## src/rtl/rfm_cnt_ctrl.sv

```systemverilog
// rfm_cnt_ctrl: front-end controller for the row-activation counter CAM.
// Maps ACT rows to CAM entries through a tag table and bumps their counts.
// On an RFM request it sweeps the CAM for the hottest entry, reports it and clears it.
module rfm_cnt_ctrl #(
  parameter int unsigned WORD_SIZE      = 16,
  parameter int unsigned ENTRY_WIDTH    = 7,
  parameter int unsigned ROW_NUM        = 68,
  parameter int unsigned ROW_ADDR_WIDTH = 17
) (
  input  logic                      clk,
  input  logic                      rst,
  // ACT command interface
  input  logic                      act_valid,
  input  logic [ROW_ADDR_WIDTH-1:0] act_row,
  output logic                      act_ready,
  // RFM interface
  input  logic                      rfm_req,
  output logic                      rfm_busy,
  output logic                      rfm_done,
  output logic                      rfm_hit,
  output logic [ROW_ADDR_WIDTH-1:0] rfm_row,
  output logic [WORD_SIZE-1:0]      rfm_cnt,
  // Window management
  input  logic                      win_clear,
  output logic [WORD_SIZE-1:0]      spill_cnt,
  // CAM interface
  output logic [WORD_SIZE-1:0]      cam_data_in,
  output logic [ENTRY_WIDTH-1:0]    cam_addr_in,
  output logic                      cam_read_en,
  output logic                      cam_write_en,
  output logic                      cam_search_en,
  output logic                      cam_reset,
  output logic                      cam_max_en,
  input  logic [WORD_SIZE-1:0]      cam_data_out,
  input  logic [ENTRY_WIDTH-1:0]    cam_addr_out,
  input  logic                      cam_match,
  input  logic [WORD_SIZE-1:0]      cam_max
);

  typedef enum logic [3:0] {
    StInit,
    StIdle,
    StLookup,
    StIncr,
    StMax0,
    StMax1,
    StMax2,
    StMax3,
    StMsrch,
    StMclr,
    StClear
  } state_e;

  localparam logic [WORD_SIZE-1:0] CntMax = {WORD_SIZE{1'b1}};

  state_e state_q, state_d;

  // INIT waits one cycle after reset release so cam_reset stays low while rst is held.
  logic                      init_arm_q;

  logic [ROW_ADDR_WIDTH-1:0] tag_q [ROW_NUM];
  logic [ROW_NUM-1:0]        valid_q;
  logic [ROW_ADDR_WIDTH-1:0] row_q;
  logic [ENTRY_WIDTH-1:0]    entry_q;
  logic [WORD_SIZE-1:0]      operand_q;
  logic [WORD_SIZE-1:0]      max_q;
  logic [WORD_SIZE-1:0]      spill_q;
  logic                      rfm_done_q;
  logic                      rfm_hit_q;
  logic [ROW_ADDR_WIDTH-1:0] rfm_row_q;
  logic [WORD_SIZE-1:0]      rfm_cnt_q;

  logic                      hit;
  logic [ENTRY_WIDTH-1:0]    hit_idx;
  logic                      free;
  logic [ENTRY_WIDTH-1:0]    free_idx;
  logic [WORD_SIZE-1:0]      incr_val;

  // Parallel tag match and lowest-free-slot search; descending loop lets low indices win.
  always_comb begin
    hit      = 1'b0;
    hit_idx  = '0;
    free     = 1'b0;
    free_idx = '0;
    for (int i = ROW_NUM - 1; i >= 0; i--) begin
      if (valid_q[i] && (tag_q[i] == row_q)) begin
        hit     = 1'b1;
        hit_idx = ENTRY_WIDTH'(i);
      end
      if (!valid_q[i]) begin
        free     = 1'b1;
        free_idx = ENTRY_WIDTH'(i);
      end
    end
  end

  // Saturating increment of the fetched count.
  always_comb begin
    incr_val = (operand_q == CntMax) ? operand_q : operand_q + 1'b1;
  end

  // Next-state and CAM control decode.
  always_comb begin
    state_d       = state_q;
    act_ready     = 1'b0;
    cam_data_in   = '0;
    cam_addr_in   = '0;
    cam_read_en   = 1'b0;
    cam_write_en  = 1'b0;
    cam_search_en = 1'b0;
    cam_reset     = 1'b0;
    cam_max_en    = 1'b0;
    unique case (state_q)
      StInit: begin
        if (init_arm_q) begin
          cam_reset = 1'b1;
          state_d   = StIdle;
        end
      end
      StIdle: begin
        if (win_clear) begin
          state_d = StClear;
        end else if (rfm_req) begin
          state_d = StMax0;
        end else begin
          act_ready = 1'b1;
          if (act_valid) state_d = StLookup;
        end
      end
      StLookup: begin
        if (hit) begin
          cam_read_en = 1'b1;
          cam_addr_in = hit_idx;
          state_d     = StIncr;
        end else if (free) begin
          state_d = StIncr;
        end else begin
          state_d = StIdle;
        end
      end
      StIncr: begin
        cam_write_en = 1'b1;
        cam_addr_in  = entry_q;
        cam_data_in  = incr_val;
        state_d      = StIdle;
      end
      StMax0: begin
        cam_max_en = 1'b1;
        state_d    = StMax1;
      end
      StMax1: begin
        cam_max_en = 1'b1;
        state_d    = StMax2;
      end
      StMax2: begin
        cam_max_en = 1'b1;
        state_d    = StMax3;
      end
      StMax3: begin
        cam_max_en = 1'b1;
        state_d    = StMsrch;
      end
      StMsrch: begin
        if (cam_max == '0) begin
          state_d = StIdle;
        end else begin
          cam_search_en = 1'b1;
          cam_data_in   = cam_max;
          // No match means CAM and max disagree; report a miss rather than clear a wrong entry.
          state_d       = cam_match ? StMclr : StIdle;
        end
      end
      StMclr: begin
        cam_write_en = 1'b1;
        cam_addr_in  = entry_q;
        cam_data_in  = '0;
        state_d      = StIdle;
      end
      StClear: begin
        cam_reset = 1'b1;
        state_d   = StIdle;
      end
      default: state_d = StInit;
    endcase
  end

  // State register.
  always_ff @(posedge clk or posedge rst) begin
    if (rst) begin
      state_q    <= StInit;
      init_arm_q <= 1'b0;
    end else begin
      state_q    <= state_d;
      init_arm_q <= (state_q == StInit);
    end
  end

  // Operand, tag-valid, spill and RFM result registers.
  always_ff @(posedge clk or posedge rst) begin
    if (rst) begin
      valid_q    <= '0;
      row_q      <= '0;
      entry_q    <= '0;
      operand_q  <= '0;
      max_q      <= '0;
      spill_q    <= '0;
      rfm_done_q <= 1'b0;
      rfm_hit_q  <= 1'b0;
      rfm_row_q  <= '0;
      rfm_cnt_q  <= '0;
    end else begin
      rfm_done_q <= 1'b0;
      rfm_hit_q  <= 1'b0;
      unique case (state_q)
        StIdle: begin
          if (act_ready && act_valid) row_q <= act_row;
        end
        StLookup: begin
          if (hit) begin
            entry_q   <= hit_idx;
            operand_q <= cam_data_out;
          end else if (free) begin
            entry_q           <= free_idx;
            operand_q         <= '0;
            valid_q[free_idx] <= 1'b1;
          end else if (spill_q != CntMax) begin
            spill_q <= spill_q + 1'b1;
          end
        end
        StMsrch: begin
          if ((cam_max != '0) && cam_match) begin
            entry_q <= cam_addr_out;
            max_q   <= cam_max;
          end else begin
            rfm_done_q <= 1'b1;
          end
        end
        StMclr: begin
          valid_q[entry_q] <= 1'b0;
          rfm_done_q       <= 1'b1;
          rfm_hit_q        <= 1'b1;
          rfm_row_q        <= tag_q[entry_q];
          rfm_cnt_q        <= max_q;
        end
        StClear: begin
          valid_q <= '0;
          spill_q <= '0;
        end
        default: ;
      endcase
    end
  end

  // Tag storage; contents are qualified by valid_q so no reset is needed.
  always_ff @(posedge clk) begin
    if ((state_q == StLookup) && !hit && free) tag_q[free_idx] <= row_q;
  end

  assign rfm_busy  = (state_q == StMax0) || (state_q == StMax1) || (state_q == StMax2) ||
                     (state_q == StMax3) || (state_q == StMsrch) || (state_q == StMclr);
  assign rfm_done  = rfm_done_q;
  assign rfm_hit   = rfm_hit_q;
  assign rfm_row   = rfm_row_q;
  assign rfm_cnt   = rfm_cnt_q;
  assign spill_cnt = spill_q;

endmodule

```

## config.mk

```make
export PLATFORM = sky130hd
export DESIGN_NAME = rfm_cnt_ctrl
export DESIGN_NICKNAME = d
export VERILOG_FILES = /design/src/rtl/rfm_cnt_ctrl.sv
export SDC_FILE = /design/constraint.sdc
export NUM_CORES = 2
export LEC_CHECK = 0
export CELL_PAD_IN_SITES_DETAIL_PLACEMENT = 0
export CELL_PAD_IN_SITES_GLOBAL_PLACEMENT = 1
export CORE_MARGIN = 2
export CORE_UTILIZATION = 34
export CTS_BUF_LIST = sky130_fd_sc_hd__clkbuf_2 sky130_fd_sc_hd__clkbuf_4 sky130_fd_sc_hd__clkbuf_8
export DETAILED_ROUTE_END_ITERATION = 7
export PLACE_DENSITY_LB_ADDON = 0.25
export RECOVER_POWER = 100
export SLEW_MARGIN = 40
export SYNTH_ARGS = -nofsm -noshare
export SYNTH_HDL_FRONTEND = slang
export SYNTH_SLANG_ARGS = --single-unit
```

## constraint.sdc

```tcl
create_clock -name clk -period 6.15 [get_ports clk]
set_input_delay 0.9225 -clock clk [delete_from_list [all_inputs] [get_ports clk]]
set_output_delay 0.9225 -clock clk [all_outputs]
set_load 0.01 [all_outputs]
```

* Word-level counts from Yosys, hierarchy flattened *
Memories as Yosys holds them, arrays and structs flattened. A register that Yosys moved wholly into a read port is not among the register bits.
Cells that the tools add are included.
W data, S select, Z words.

cells by class
  add/sub/neg operators = 2
  $lt $le $gt $ge = 4
  equal/unequal tests = 88
  multiplexer cells = 319
  bitwise gates (word level) = 3
  reductions and logical operators = 97

operators by type and width
  kind                     count
  $eq A17 B17 Y1           68
  $mux W7                  140
  $pmux W68 S3             1
  $mux W1                  152
  $mux W68                 2
  $mux W16                 7
  $logic_and A1 B1 Y1      74
  $and A68 B68 Y68         1
  $not A68 Y68             1
  $or A68 B68 Y68          1
  $pmux W16 S2             2
  $pmux W4 S9              1
  $add A16 B1 Y16 const B  2
  $pmux W7 S2              2
  $mux W4                  6
  $eq A16 B16 Y1 const B   1
  $eq A4 B3 Y1 const B     4
  $logic_not A16 Y1        1
  $lt A7 B8 Y1 const B     2
  $ne A16 B16 Y1 const B   1
  $reduce_bool A16 Y1      1
  $demux W1 S7             2
  $ge A7 B1 Y1 const B     2
  $eq A4 B4 Y1 const B     3
  18 further kinds         36

storage, ports and cells
  register bits = 163
  bits in writable memories = 1156
  input bits = 62
  memories = 1

memories
  name   depth  width  rd ports  clocked after memory_dff  write ports  RTL line  text
  tag_q  68     17     69        1                         1            61        logic [ROW_ADDR_WIDTH-1:0] tag_q [ROW_NUM];

* Logic depth before layout (Yosys ltp) *
  depth in word-level cells = 76
  mapped depth = 18

* Least setup slack after synthesis *
No wires, ideal clock.

  kind = reg-to-output
  start point = register row_q[0]
  end point = output port cam_addr_in[0]
  arrival time = 5108 ps
  data required time = 5227 ps
  slack = 120 ps
  stages on the path, launching flop included = 17
  path through = dfrtp_1 buf_4 buf_6 buf_4 buf_4 xnor2_1 nand4_1 or3_1 a211o_1 a21boi_1 o211ai_1 a311oi_1 o21ai_0 a41o_1 a2111oi_0 o21ai_0 o21ai_0

on the way
  longest elaborated chain between the ends = 72
  elaborated cells between the ends (all ways) = 274

ends and longest elaborated chain
  element                                           RTL line  text
  start: declaration                                63        logic [ROW_ADDR_WIDTH-1:0] row_q;
  start signal: assignment                          216       if (act_ready && act_valid) row_q <= act_row;
  $eq A17 B17 Y1                                    86        if (valid_q[i] && (tag_q[i] == row_q)) begin
  $logic_and A1 B1 Y1                               86
  $mux W7 or $mux W1 (tied branches) (68 in a row)  86
  $mux W7 *                                         131       if (hit) begin
  $pmux W7 S2 *                                     113       unique case (state_q)
  end: declaration                                  28        output logic [ENTRY_WIDTH-1:0] cam_addr_in,

Mark *: on every way between the ends. The rest lies on a longest branch, timed or not.

* Worst setup path in the final report *
  start point = register row_q[13]
  end point = output port cam_addr_in[1]

Same word-level chain as after synthesis.

==> flow_metrics.env <==
export IMPL_number_of_cell_rows=204
export IMPL_ctsLongestPathBuffers=4
export IMPL_placement_io_buffers=142
export IMPL_layout_worst_path_cycle_share_pct=101
export IMPL_critical_path_startpoint_type="register"
export IMPL_initial_core_util_pct=34.1
export IMPL_initialDrtViolationCount=9956
export IMPL_route_antenna_remaining_nets=0
export IMPL_proportion_of_synthesized_flip_flops_having_asynchronous_set_or_reset_pct=7.64
export IMPL_clock_skew_ps=99.5
export IMPL_violations_in_the_final_reports="max-capacitance violations, max-slew violations, negative setup slack"
export IMPL_synthDominantCellAreaShare_pct=62.1
export IMPL_routed_via_count=75400
export IMPL_grt_max_degree=97
export IMPL_drive_gt1_share_pct=16.1
export IMPL_io_pins=143
export IMPL_run_status="complete, but fails checks"
export IMPL_synth_xor_area_share_pct=9.78
export IMPL_synth_yosys_seq_area_share_pct=66.3
export IMPL_cts_sink_cnt=2356
export IMPL_finalMaxSlewViolations=18
export IMPL_post_synth_mux_area_share_pct=0.498
export IMPL_first_global_vias=73200
export IMPL_power_per_cell_area_nw_per_um2=493
export IMPL_finish_net_count=8995
export IMPL_netlist_top_cell_by_area="sky130_fd_sc_hd__edfxtp_1"
export IMPL_cts_tree="yes"
export IMPL_yosys_area_share_adder_pct=0.0238
export IMPL_timing_final_crit_period_ps=6220
export IMPL_die_width_um=560
export IMPL_detailedPlace_worstSlack_ps=-559
export IMPL_post_place_cells=12600
export IMPL_avgViaCountPerCell=5.63
export IMPL_dp_final_hpwl_mm=278
export IMPL_clock_root_buffer="sky130_fd_sc_hd__clkbuf_8"
export IMPL_antenna_found_initial=20
export IMPL_drt_wirelength_per_cell_um=31.1
export IMPL_synth_compound_area_share_pct=11.6
export IMPL_remaining_drc_errors=0
export IMPL_htree_levels=5
export IMPL_mappedNetlistArea_sq_um=105000
export IMPL_setup_repair_after_global_routing_missed_its_margin="yes"
export IMPL_die_area_sq_um=314000
export IMPL_synth_edf_count=2176
export IMPL_dominant_synthesized_flop_cell="sky130_fd_sc_hd__edfxtp_1"
export IMPL_finalWirelength_mm=417
export IMPL_clock_pin_slew_of_the_registers_on_the_worst_case_setup_and_hold_paths_ps=70
export IMPL_layout_cells_non_filler=13400
export IMPL_synth_most_common_cell="sky130_fd_sc_hd__edfxtp_1"
export IMPL_syn2layout_area_growth_pct=21.3
export IMPL_hold_class="primary input to register"
export IMPL_cp_slowest_cell="sky130_fd_sc_hd__dfrtp_4"
export IMPL_cts_inserted_buffers=411
export IMPL_final_hold_viol_count=0
export IMPL_vdd_ir_drop_worst_mv=0.376
export IMPL_maxSlewHeadroom_pct=-40.5
export IMPL_worst_skew_pair_latency_ps=1130
export IMPL_worst_ep_arrival_time_ps=5290
export IMPL_cts_hold_fix_buffers=0
export IMPL_postLayoutSetupSlackWorst_ps=-66.4
export IMPL_synth_commonest_cells="sky130_fd_sc_hd__edfxtp_1, sky130_fd_sc_hd__xnor2_1, sky130_fd_sc_hd__a22oi_1"
export IMPL_firstDrtPassIters=6
export IMPL_total_leakage_power_nw=42.9
export IMPL_avgSynthCellArea_sq_um=14.3
export IMPL_crit_path_end_kind="output pin"
export IMPL_placeable_core_area_sq_um=309000
export IMPL_synth_top_cells_by_area="sky130_fd_sc_hd__edfxtp_1, sky130_fd_sc_hd__xnor2_1, sky130_fd_sc_hd__a22oi_1, sky130_fd_sc_hd__dfrtp_1, sky130_fd_sc_hd__nand4_1"
export IMPL_timing_setup_tns_ps=-66.4
export IMPL_synth_top_family_by_area="compound AO/OA/AOI/OAI gates"
export IMPL_post_synth_and_or_nand_nor_area_fraction_pct=9.20
export IMPL_die_outline_height_um=560
export IMPL_post_synth_num_cell_types=94
export IMPL_track_usage_pct=25.6
export IMPL_report_final_setup_viol=1
export IMPL_crit_path_max_fanout=49
export IMPL_max_cap_viol_count=1
export IMPL_tightest_pin_transition_ps=2110
export IMPL_layout_filler_cells=28800
export IMPL_crit_type="register to output pin"
export IMPL_post_synth_inst_count=7377
export IMPL_grt_ovfl_total=0
export IMPL_crit_path_cell_trace="buf_12 > xnor2_1 > nand4_1 > nor3_1 > nand4_1 > nand4_1 > a31oi_1 > a311o_1 > o211ai_1 > a221oi_2 > buf_4 > a22o_1 > buf_2"
export IMPL_gp_congestion=0.973
export IMPL_critical_path_top_cell_by_count="sky130_fd_sc_hd__nand4_1"
export IMPL_yosys_warnings=0
export IMPL_grt_pass1_wl_mm=575
export IMPL_critPathRequiredTime_ps=5230
export IMPL_number_of_storage_elements_in_the_synthesis_netlist=2356
export IMPL_fmax_achieved_mhz=161
export IMPL_worst_path_largest_cell_delay_ps=620
[final cells by class]
| class | count | area [sq um] | share of cell area (%) |
|---|---|---|---|
| sequential | 2356 | 69900 | 54.7 |
| multi-input combinational | 5530 | 37800 | 29.6 |
| clock buffer | 589 | 7090 | 5.55 |
| timing repair buffer | 597 | 6460 | 5.06 |
| tap | 4120 | 5150 | 4.04 |
| clock inverter | 157 | 1130 | 0.883 |
| inverter | 35 | 135 | 0.106 |
| antenna | 13 | 32.5 | 0.0255 |
[through the flow]
| stage | hold WS, ps | power [mW] | utilization, % | cell area [sq um] |
|---|---|---|---|---|
| floorplan | 433 | 36.2 | - | 109000 |
| global placement | 440 | 46.6 | 38.0 | 117000 |
| detailed placement | 448 | 46.8 | 38.0 | 117000 |
| CTS | 245 | 62.7 | 41.3 | 127000 |
| global route | 382 | 65.1 | 41.4 | 128000 |
| finish | 423 | 63.0 | 41.4 | 128000 |
[layer usage]
metal  track usage [%]  wire length (um)  vias up
met2              39.9            188000     3943
met5                 0                30        -
li1                  -                 -    31800
met1              35.3            175000    38900
met4              9.71             18200        4
met3              4.96             36500      732
[critical path: cells and delay by family, from the launching register on]
kind / cells / cell delay (ps)
buffers and inverters: 3 / 620
xor gates and xnor gates: 1 / 460
and+or+nand+nor: 4 / 1360
AOI/OAI and AO/OA: 5 / 1100
DFF: 1 / 620
[sequential cells by signal, summed over array words and instances (netlist names)]
register    flops
rfm_hit         1
operand_q      16
entry_q         7
row_q          17
rfm_cnt        16
init_arm_q      1
rfm_row        17
state_q         4
rfm_done        1
max_q          16
valid_q        68
spill_cnt      16
tag_q        2176
[cells by family after synthesis]
logic type,Yosys count
AO/OA/AOI/OAI,1609
XOR/XNOR,1176
adder cells (fa/ha/maj),2
buffers and inverters,510
flip-flops,2356
multiplexers,42
other,1
AND/OR/NAND/NOR,1681
[final timing paths]
check | start | cells after the start | slack [ps] | to
setup / recovery | row_q[13] | 13 | -70 | cam_addr_in[1]
hold / removal | cam_data_out[12] | 2 | 420 | operand_q[12]
setup reg to reg | row_q[13] | 15 | 780 | tag_q[58][12]
hold reg to reg | max_q[1] | 2 | 450 | rfm_cnt[1]
max in group asynchronous | rst | 3 | 2860 | row_q[3]
min in group asynchronous | rst | 2 | 530 | row_q[13]
[layout by cell type (no fill, tap or decap), types with 33 or more instances in the layout]
| cell type | netlist | routed |
|---|---|---|
| sky130_fd_sc_hd__inv_1 | 34 | 33 |
| sky130_fd_sc_hd__a221oi_1 | 177 | 175 |
| sky130_fd_sc_hd__buf_4 | 68 | 318 |
| sky130_fd_sc_hd__edfxtp_1 | 2176 | 2176 |
| sky130_fd_sc_hd__o21ai_0 | 130 | 115 |
| sky130_fd_sc_hd__o221a_2 | 45 | 45 |
| sky130_fd_sc_hd__a22oi_1 | 744 | 744 |
| sky130_fd_sc_hd__nand2_1 | 193 | 190 |
| sky130_fd_sc_hd__or2_2 | 69 | 69 |
| sky130_fd_sc_hd__clkdlybuf4s50_1 | 0 | 136 |
| sky130_fd_sc_hd__a21oi_1 | 58 | 54 |
| sky130_fd_sc_hd__nor4_1 | 87 | 80 |
| sky130_fd_sc_hd__nor2_2 | 7 | 46 |
| sky130_fd_sc_hd__nor3b_1 | 67 | 64 |
| sky130_fd_sc_hd__xnor2_1 | 898 | 836 |
| sky130_fd_sc_hd__nand4_1 | 702 | 702 |
| sky130_fd_sc_hd__dfrtp_1 | 180 | 159 |
| sky130_fd_sc_hd__clkinv_1 | 0 | 91 |
| sky130_fd_sc_hd__clkbuf_4 | 0 | 162 |
| sky130_fd_sc_hd__conb_1 | 1 | 1020 |
| sky130_fd_sc_hd__nor3_1 | 161 | 151 |
| sky130_fd_sc_hd__a31oi_1 | 107 | 101 |
| sky130_fd_sc_hd__clkbuf_8 | 0 | 427 |
| sky130_fd_sc_hd__nand4b_1 | 50 | 50 |
| sky130_fd_sc_hd__nand3_1 | 81 | 78 |
| sky130_fd_sc_hd__o211ai_1 | 59 | 59 |
| sky130_fd_sc_hd__a22o_1 | 195 | 195 |
| sky130_fd_sc_hd__buf_12 | 1 | 95 |
| sky130_fd_sc_hd__xnor2_2 | 0 | 52 |
| sky130_fd_sc_hd__xor2_1 | 278 | 263 |
| sky130_fd_sc_hd__mux2_2 | 33 | 33 |
| sky130_fd_sc_hd__nor2_1 | 161 | 121 |
[timing repair]
action | 4_1_cts | 5_1_grt
resized for setup | 149 | 41
pin swaps | 35 | 13
buffers inserted | 67 | 8
endpoints found under the setup margin | 8 | 7
cloned | 6 | 2
[power breakdown]
part	leakage (nW)	internal [mW]	switching [mW]	total [mW]
Sequential	23.1	22.0	1.20	23.2
Combinational	15.5	7.81	17.2	25.0
Clock	4.35	7.90	6.86	14.8
Total	42.9	37.7	25.2	63.0
Note: power is estimated with default switching activity, not from simulation.
